===== src/rtl/button_ctrl_if.sv =====
// button_ctrl_if: raw buttons in, conditioned control levels and pulses out.
// master = the side that owns the buttons and uses the outputs.
// slave  = the button_ctrl block.
interface button_ctrl_if;
    logic btn_en;
    logic btn_dir;
    logic en_o;
    logic dir_o;
    logic en_pulse;
    logic dir_pulse;

    modport master (
        output btn_en,
        output btn_dir,
        input  en_o,
        input  dir_o,
        input  en_pulse,
        input  dir_pulse
    );

    modport slave (
        input  btn_en,
        input  btn_dir,
        output en_o,
        output dir_o,
        output en_pulse,
        output dir_pulse
    );
endinterface


===== src/rtl/button_ctrl.sv =====
// button_ctrl: conditions two raw push-buttons into clean toggle levels.
// Each button is synchronized by two flops, debounced on a slow sample tick
// (DB_LEN equal samples required to change level) and edge-detected by a
// two-state FSM that emits one pulse per press. en_o / dir_o invert on the
// same edge that registers the matching pulse.
//
// Optional feature, macro BUTTON_CTRL_DIR_LOCK_EN: when defined, dir_o only
// toggles while en_o is 0 (value before the edge); dir_pulse is unaffected.
module button_ctrl #(
    parameter int TICK_W = 16,
    parameter int DB_LEN = 4
) (
    input  logic         clk,
    input  logic         rst_n,
    button_ctrl_if.slave bus
);

    localparam int NUM_BTN = 2;
    localparam int BTN_EN  = 0;
    localparam int BTN_DIR = 1;

    typedef enum logic {
        IDLE = 1'b0,
        HELD = 1'b1
    } edge_state_t;

    logic [NUM_BTN-1:0] raw;
    logic [TICK_W-1:0]  tick_cnt;
    logic               tick;
    logic [NUM_BTN-1:0] press;
    logic [NUM_BTN-1:0] pulse;
    logic               en_level;
    logic               dir_level;
    logic               dir_toggle;

    assign raw = {bus.btn_dir, bus.btn_en};

    // Free-running sample-tick counter; wraps naturally so ticks stay evenly spaced.
    // NOTE: sequential state uses non-blocking (<=) so every flop samples pre-edge values.
    always_ff @(posedge clk or negedge rst_n) begin
        if (!rst_n) begin
            tick_cnt <= '0;
        end else begin
            tick_cnt <= tick_cnt + TICK_W'(1);
        end
    end

    assign tick = &tick_cnt;

    for (genvar b = 0; b < NUM_BTN; b++) begin : g_btn
        logic [1:0]        sync;
        logic [DB_LEN-1:0] shift_q;
        logic [DB_LEN-1:0] shift_d;
        logic              db;
        logic              pulse_q;
        edge_state_t       state;

        // Two-flop synchronizer for the asynchronous raw button.
        always_ff @(posedge clk or negedge rst_n) begin
            if (!rst_n) begin
                sync <= 2'b00;
            end else begin
                sync <= {sync[0], raw[b]};
            end
        end

        // Contents the shift register will hold after this tick; the level
        // decision is made on these new contents, not the old ones.
        assign shift_d = {shift_q[DB_LEN-2:0], sync[1]};

        // Debounce: shift and re-evaluate the level only on tick edges.
        always_ff @(posedge clk or negedge rst_n) begin
            if (!rst_n) begin
                shift_q <= '0;
                db      <= 1'b0;
            end else if (tick) begin
                shift_q <= shift_d;
                if (&shift_d) begin
                    db <= 1'b1;
                end else if (~|shift_d) begin
                    db <= 1'b0;
                end
            end
        end

        // A press is the IDLE->HELD transition; shared with the toggle logic so
        // the level change lands on the same edge as the pulse.
        assign press[b] = (state == IDLE) && db;

        // Edge FSM with registered pulse output.
        always_ff @(posedge clk or negedge rst_n) begin
            if (!rst_n) begin
                state   <= IDLE;
                pulse_q <= 1'b0;
            end else begin
                pulse_q <= 1'b0;
                case (state)
                    IDLE: begin
                        if (db) begin
                            state   <= HELD;
                            pulse_q <= 1'b1;
                        end
                    end
                    HELD: begin
                        if (!db) begin
                            state <= IDLE;
                        end
                    end
                    default: state <= IDLE;
                endcase
            end
        end

        assign pulse[b] = pulse_q;
    end

`ifdef BUTTON_CTRL_DIR_LOCK_EN
    // Direction is frozen while enabled; en_level here is the pre-edge value,
    // so a dir press coinciding with the enable turning on still toggles.
    assign dir_toggle = press[BTN_DIR] && !en_level;
`else
    assign dir_toggle = press[BTN_DIR];
`endif

    // Toggle levels, inverted on the edge that registers the matching pulse.
    always_ff @(posedge clk or negedge rst_n) begin
        if (!rst_n) begin
            en_level  <= 1'b0;
            dir_level <= 1'b0;
        end else begin
            en_level  <= en_level ^ press[BTN_EN];
            dir_level <= dir_level ^ dir_toggle;
        end
    end

    assign bus.en_o      = en_level;
    assign bus.dir_o     = dir_level;
    assign bus.en_pulse  = pulse[BTN_EN];
    assign bus.dir_pulse = pulse[BTN_DIR];

endmodule


===== src/flat_wrapper.sv =====
// flat-port wrapper written by rule: the top's interface ports become plain ports
module button_ctrl_flat 
#(
    parameter int TICK_W = 16,
    parameter int DB_LEN = 4
)
  (clk, rst_n, bus_btn_en, bus_btn_dir, bus_en_o, bus_dir_o, bus_en_pulse, bus_dir_pulse);
  button_ctrl_if bus_i ();
  input  logic clk;
  input  logic rst_n;
  input wire logic [$bits(bus_i.btn_en)-1:0] bus_btn_en;
  input wire logic [$bits(bus_i.btn_dir)-1:0] bus_btn_dir;
  output wire logic [$bits(bus_i.en_o)-1:0] bus_en_o;
  output wire logic [$bits(bus_i.dir_o)-1:0] bus_dir_o;
  output wire logic [$bits(bus_i.en_pulse)-1:0] bus_en_pulse;
  output wire logic [$bits(bus_i.dir_pulse)-1:0] bus_dir_pulse;
  assign bus_i.btn_en = bus_btn_en;
  assign bus_i.btn_dir = bus_btn_dir;
  assign bus_en_o = bus_i.en_o;
  assign bus_dir_o = bus_i.dir_o;
  assign bus_en_pulse = bus_i.en_pulse;
  assign bus_dir_pulse = bus_i.dir_pulse;
  button_ctrl #(.TICK_W(TICK_W), .DB_LEN(DB_LEN)) u_core (.clk(clk), .rst_n(rst_n), .bus(bus_i));
endmodule

===== config.mk =====
export PLATFORM = sky130hd
export DESIGN_NAME = button_ctrl_flat
export DESIGN_NICKNAME = d
export VERILOG_FILES = /design/src/rtl/button_ctrl_if.sv /design/src/rtl/button_ctrl.sv /design/src/flat_wrapper.sv
export SDC_FILE = /design/constraint.sdc
export NUM_CORES = 1
export LEC_CHECK = 0
export CAP_MARGIN = 10
export CORE_MARGIN = 2
export CORE_UTILIZATION = 50
export CTS_CLUSTER_DIAMETER = 120
export DETAILED_ROUTE_END_ITERATION = 6
export PLACE_DENSITY = 0.69
export SLEW_MARGIN = 10
export SYNTH_ARGS = -nofsm -noshare
export SYNTH_HDL_FRONTEND = slang
export SYNTH_SLANG_ARGS = --single-unit

===== constraint.sdc =====
create_clock -name clk -period 3.37 [get_ports clk]
set_input_delay 0.5055 -clock clk [delete_from_list [all_inputs] [get_ports clk]]
set_output_delay 0.5055 -clock clk [all_outputs]
set_load 0.005 [all_outputs]

==> impl_metrics.py <==
metrics = {
    "worst_setup_path": {
        "cpMaxStageDelayCell": "clkdlybuf4s50_1",
        "crit_family": "buffers and inverters",
        "worst_setup_path_start_kind": "flop",
        "slowest_delay_ns": 0.51,
        "rr_worst_depth": 4,
        "cp.arrival_ns": 1.22,
        "critPathRequiredTime_ns": 2.86,
        "reg2reg_slack_ns": 1.91,
        "crit_cells": 1,
        "cp-end-kind": "output pin",
        "critPathBufInv": 1,
        "crit_path_max_fanout": 2,
        "crit_type": "reg2out",
        "cp_cell_sequence": "clkdlybuf4s50_1",
    },
    "cts": {
        "htreeDepth": 2,
        "tritoncts": "yes",
        "cts-root-buf": "clkbuf_4",
        "clk_pin_slew_worst_paths_ns": 0.09,
        "numCtsBuffers": 5,
        "cts-hold-fix-buffers": 0,
        "insertion_delay_ns": 0.33,
        "cts.repair.resized": 0,
        "clock_sinks": 34,
        "cts_buffer_depth": 2,
        "cts_setup_buffers": 0,
    },
    "routing": {
        "drt-wirelength-per-cell_um": 13.0,
        "vias": 753,
        "drc": 0,
        "first_pass_iters": 4,
        "ant_nets": 0,
        "via_per_inst": 5.42,
        "first_iter_violations": 8,
        "totalWireLength_um": 1800,
    },
    "cells_and_area": {
        "fillers": 206,
        "fin_area_mm2": 0.00147,
        "area_growth_syn_to_layout_pct": 12.5,
        "nets": 114,
        "layout-drive-gt1-share_pct": 19.3,
        "n_antenna_cell": 0,
        "fin_util_pct": 59.2,
    },
    "yosys": {
        "synth_top_area_cell": "dfrtp_1",
        "ys_ff_latch": 34,
        "ys_types": 20,
        "synth_top_area_share_pct": 65.3,
        "synth_async_sr_flop_share_pct": 100,
        "synth.most_common_cell": "dfrtp_1",
        "ys_top_cells_by_count": "34 x dfrtp_1, 11 x xnor2_1, 8 x nand3_1",
        "avgSynthCellArea_um2": 13.9,
        "synthCells": 94,
        "synthTopCellsByArea": "dfrtp_1 65%, xnor2_1 7.4%, mux2_2 5.2%",
        "synth_area_mm2": 0.00130,
        "yosysSeqAreaShare_pct": 65.3,
        "synth_nets": 99,
        "synth_ff_type": "dfrtp_1",
        "synth-edff-count": 0,
        "ys.warnings.count": 0,
    },
    "floorplanning": {
        "rows": 18,
        "die_h_um": 55.1,
        "die_x_um": 55.1,
        "core_mm2": 0.00248,
        "initial_core_util_pct": 52.6,
        "ios": 8,
        "dieArea_mm2": 0.00303,
    },
    "sta": {
        "fin_worst_skew_ns": 0.00431,
        "tightest_slew_ns": 0.408,
        "finalHoldViolCount": 0,
        "fmax_ghz": 0.580,
        "relSlewSlack_pct": 72.8,
        "final.setup.tns_ns": 0,
        "rsz0062_at_grt": "no",
        "slew_violations": 0,
        "period_share_pct": 51.1,
        "fin_crit_ns": 1.72,
        "setup_viol": 0,
    },
    "global_route": {
        "antenna_found_initial": 0,
        "use_met2_pct": 20.4,
        "track_usage_pct": 14.8,
        "grtUsageMet3_pct": 8.06,
        "grt_pass1_wl_um": 2930,
        "grt_pass1_vias": 668,
        "grtUsageMet1_pct": 18.4,
        "grt_busiest_layer": "met2",
        "grt_max_degree": 35,
        "overflow": 0,
    },
    "placement": {
        "gp_congestion": 0.827,
        "io_buffers": 7,
        "dp_hpwl_um": 1210,
        "placed_area_mm2": 0.00142,
    },
    "pwr": {
        "p_leak_nw": 0.706,
        "powerDensity_mw_per_mm2": 425,
        "irDropWorstVdd_mv": 0.349,
    },
    "outcome": {
        "status": "finished clean",
    },
    "flow_run": {
        "maxCapViolCount": 0,
    },
    "min_path": {
        "hold_class": "reg2reg",
        "hold_depth": 0,
    },
}
[registers in the layout (all words and copies together) (netlist names)]
signal	count
u_core.tick_cnt	16
u_core.g_btn.shift_q	6
u_core.g_btn.sync	4
u_core.g_btn.db	2
u_core.g_btn.state	2
u_core.bus.dir_o	1
u_core.bus.dir_pulse	1
u_core.bus.en_o	1
u_core.bus.en_pulse	1
[cells by family (layout without fill, tap and decap cells)]
logic type | after synthesis | in the layout | share of synthesized area, %
compound gates | 4 | 4 | 2.11
xor+xnor | 16 | 16 | 10.7
fa+ha+maj | 1 | 1 | 0.960
buf+inv | 1 | 16 | 0.288
flops | 34 | 34 | 65.3
mux | 6 | 6 | 5.18
simple gates | 32 | 32 | 15.5
[where the power goes]
group / switching (mW) / internal, mW / total (mW)
Combinational: 0.00762 / 0.00378 / 0.0114
Sequential: 0.00121 / 0.410 / 0.411
Clock: 0.125 / 0.0748 / 0.200
[metrics by stage]
| step | setup slack, ns | hold WS, ns | std cells | total power, mW |
|---|---|---|---|---|
| finish | 1.65 | 0.359 | 139 | 0.623 |
| global route | 1.59 | 0.371 | 139 | 0.653 |
| CTS | 1.62 | 0.363 | 139 | 0.634 |
| detailed placement | 1.91 | 0.341 | 132 | 0.431 |
| global placement | 1.93 | 0.342 | 132 | 0.431 |
| floorplan | 1.99 | 0.210 | 94 | 0.419 |
[placed cells by master (no fill, tap or decap)]
| cell type | Yosys | final |
|---|---|---|
| dfrtp_1 | 34 | 34 |
| xnor2_1 | 11 | 11 |
| nand3_1 | 8 | 8 |
| clkdlybuf4s50_1 | 0 | 7 |
| nand2_1 | 6 | 6 |
| mux2_2 | 6 | 6 |
| xor2_1 | 5 | 5 |
| clkbuf_4 | 0 | 5 |
| and3_2 | 4 | 4 |
| nand4_1 | 4 | 4 |
| nor2b_1 | 2 | 2 |
| o21ai_0 | 2 | 2 |
| or3_1 | 2 | 2 |
| o41ai_1 | 2 | 2 |
| clkinv_2 | 0 | 2 |
| and3_1 | 1 | 1 |
| and4_1 | 1 | 1 |
| and4_4 | 1 | 1 |
| nor3_1 | 1 | 1 |
| inv_1 | 1 | 1 |
| and4_2 | 1 | 1 |
| nand3_4 | 1 | 1 |
| ha_1 | 1 | 1 |
| buf_4 | 0 | 1 |
[metal layers]
| layer | up-vias | part of all wire [%] |
|---|---|---|
| li1 | 363 | - |
| met1 | 366 | 49 |
| met2 | 18 | 41 |
| met3 | 6 | 6.4 |
| met4 | 0 | 2.7 |
| met5 | - | 0 |
[cell type report]
| type | count | area, um2 | share of cell area (%) |
|---|---|---|---|
| flip-flops and latches | 34 | 851 | 58.0 |
| clock buffers | 5 | 37.5 | 2.56 |
| repair buffers | 8 | 77.6 | 5.29 |
| inverters | 1 | 3.75 | 0.256 |
| well taps | 30 | 37.5 | 2.56 |
| multi-input cells | 59 | 449 | 30.6 |
| clock inverters | 2 | 10.0 | 0.683 |
[path summary, 6_finish.rpt]
| check | end | start |
|---|---|---|
| max | bus_en_o | u_core.bus.en_o |
| min | u_core.g_btn[0].sync[1] | u_core.g_btn[0].sync[0] |
| max reg2reg | u_core.g_btn[0].shift_q[0] | u_core.tick_cnt[7] |
| min reg2reg | u_core.g_btn[0].sync[1] | u_core.g_btn[0].sync[0] |
| max in group asynchronous | u_core.g_btn[0].db | rst_n |
| min in group asynchronous | u_core.g_btn[1].shift_q[1] | rst_n |
Power figures use the tool's default switching activity.
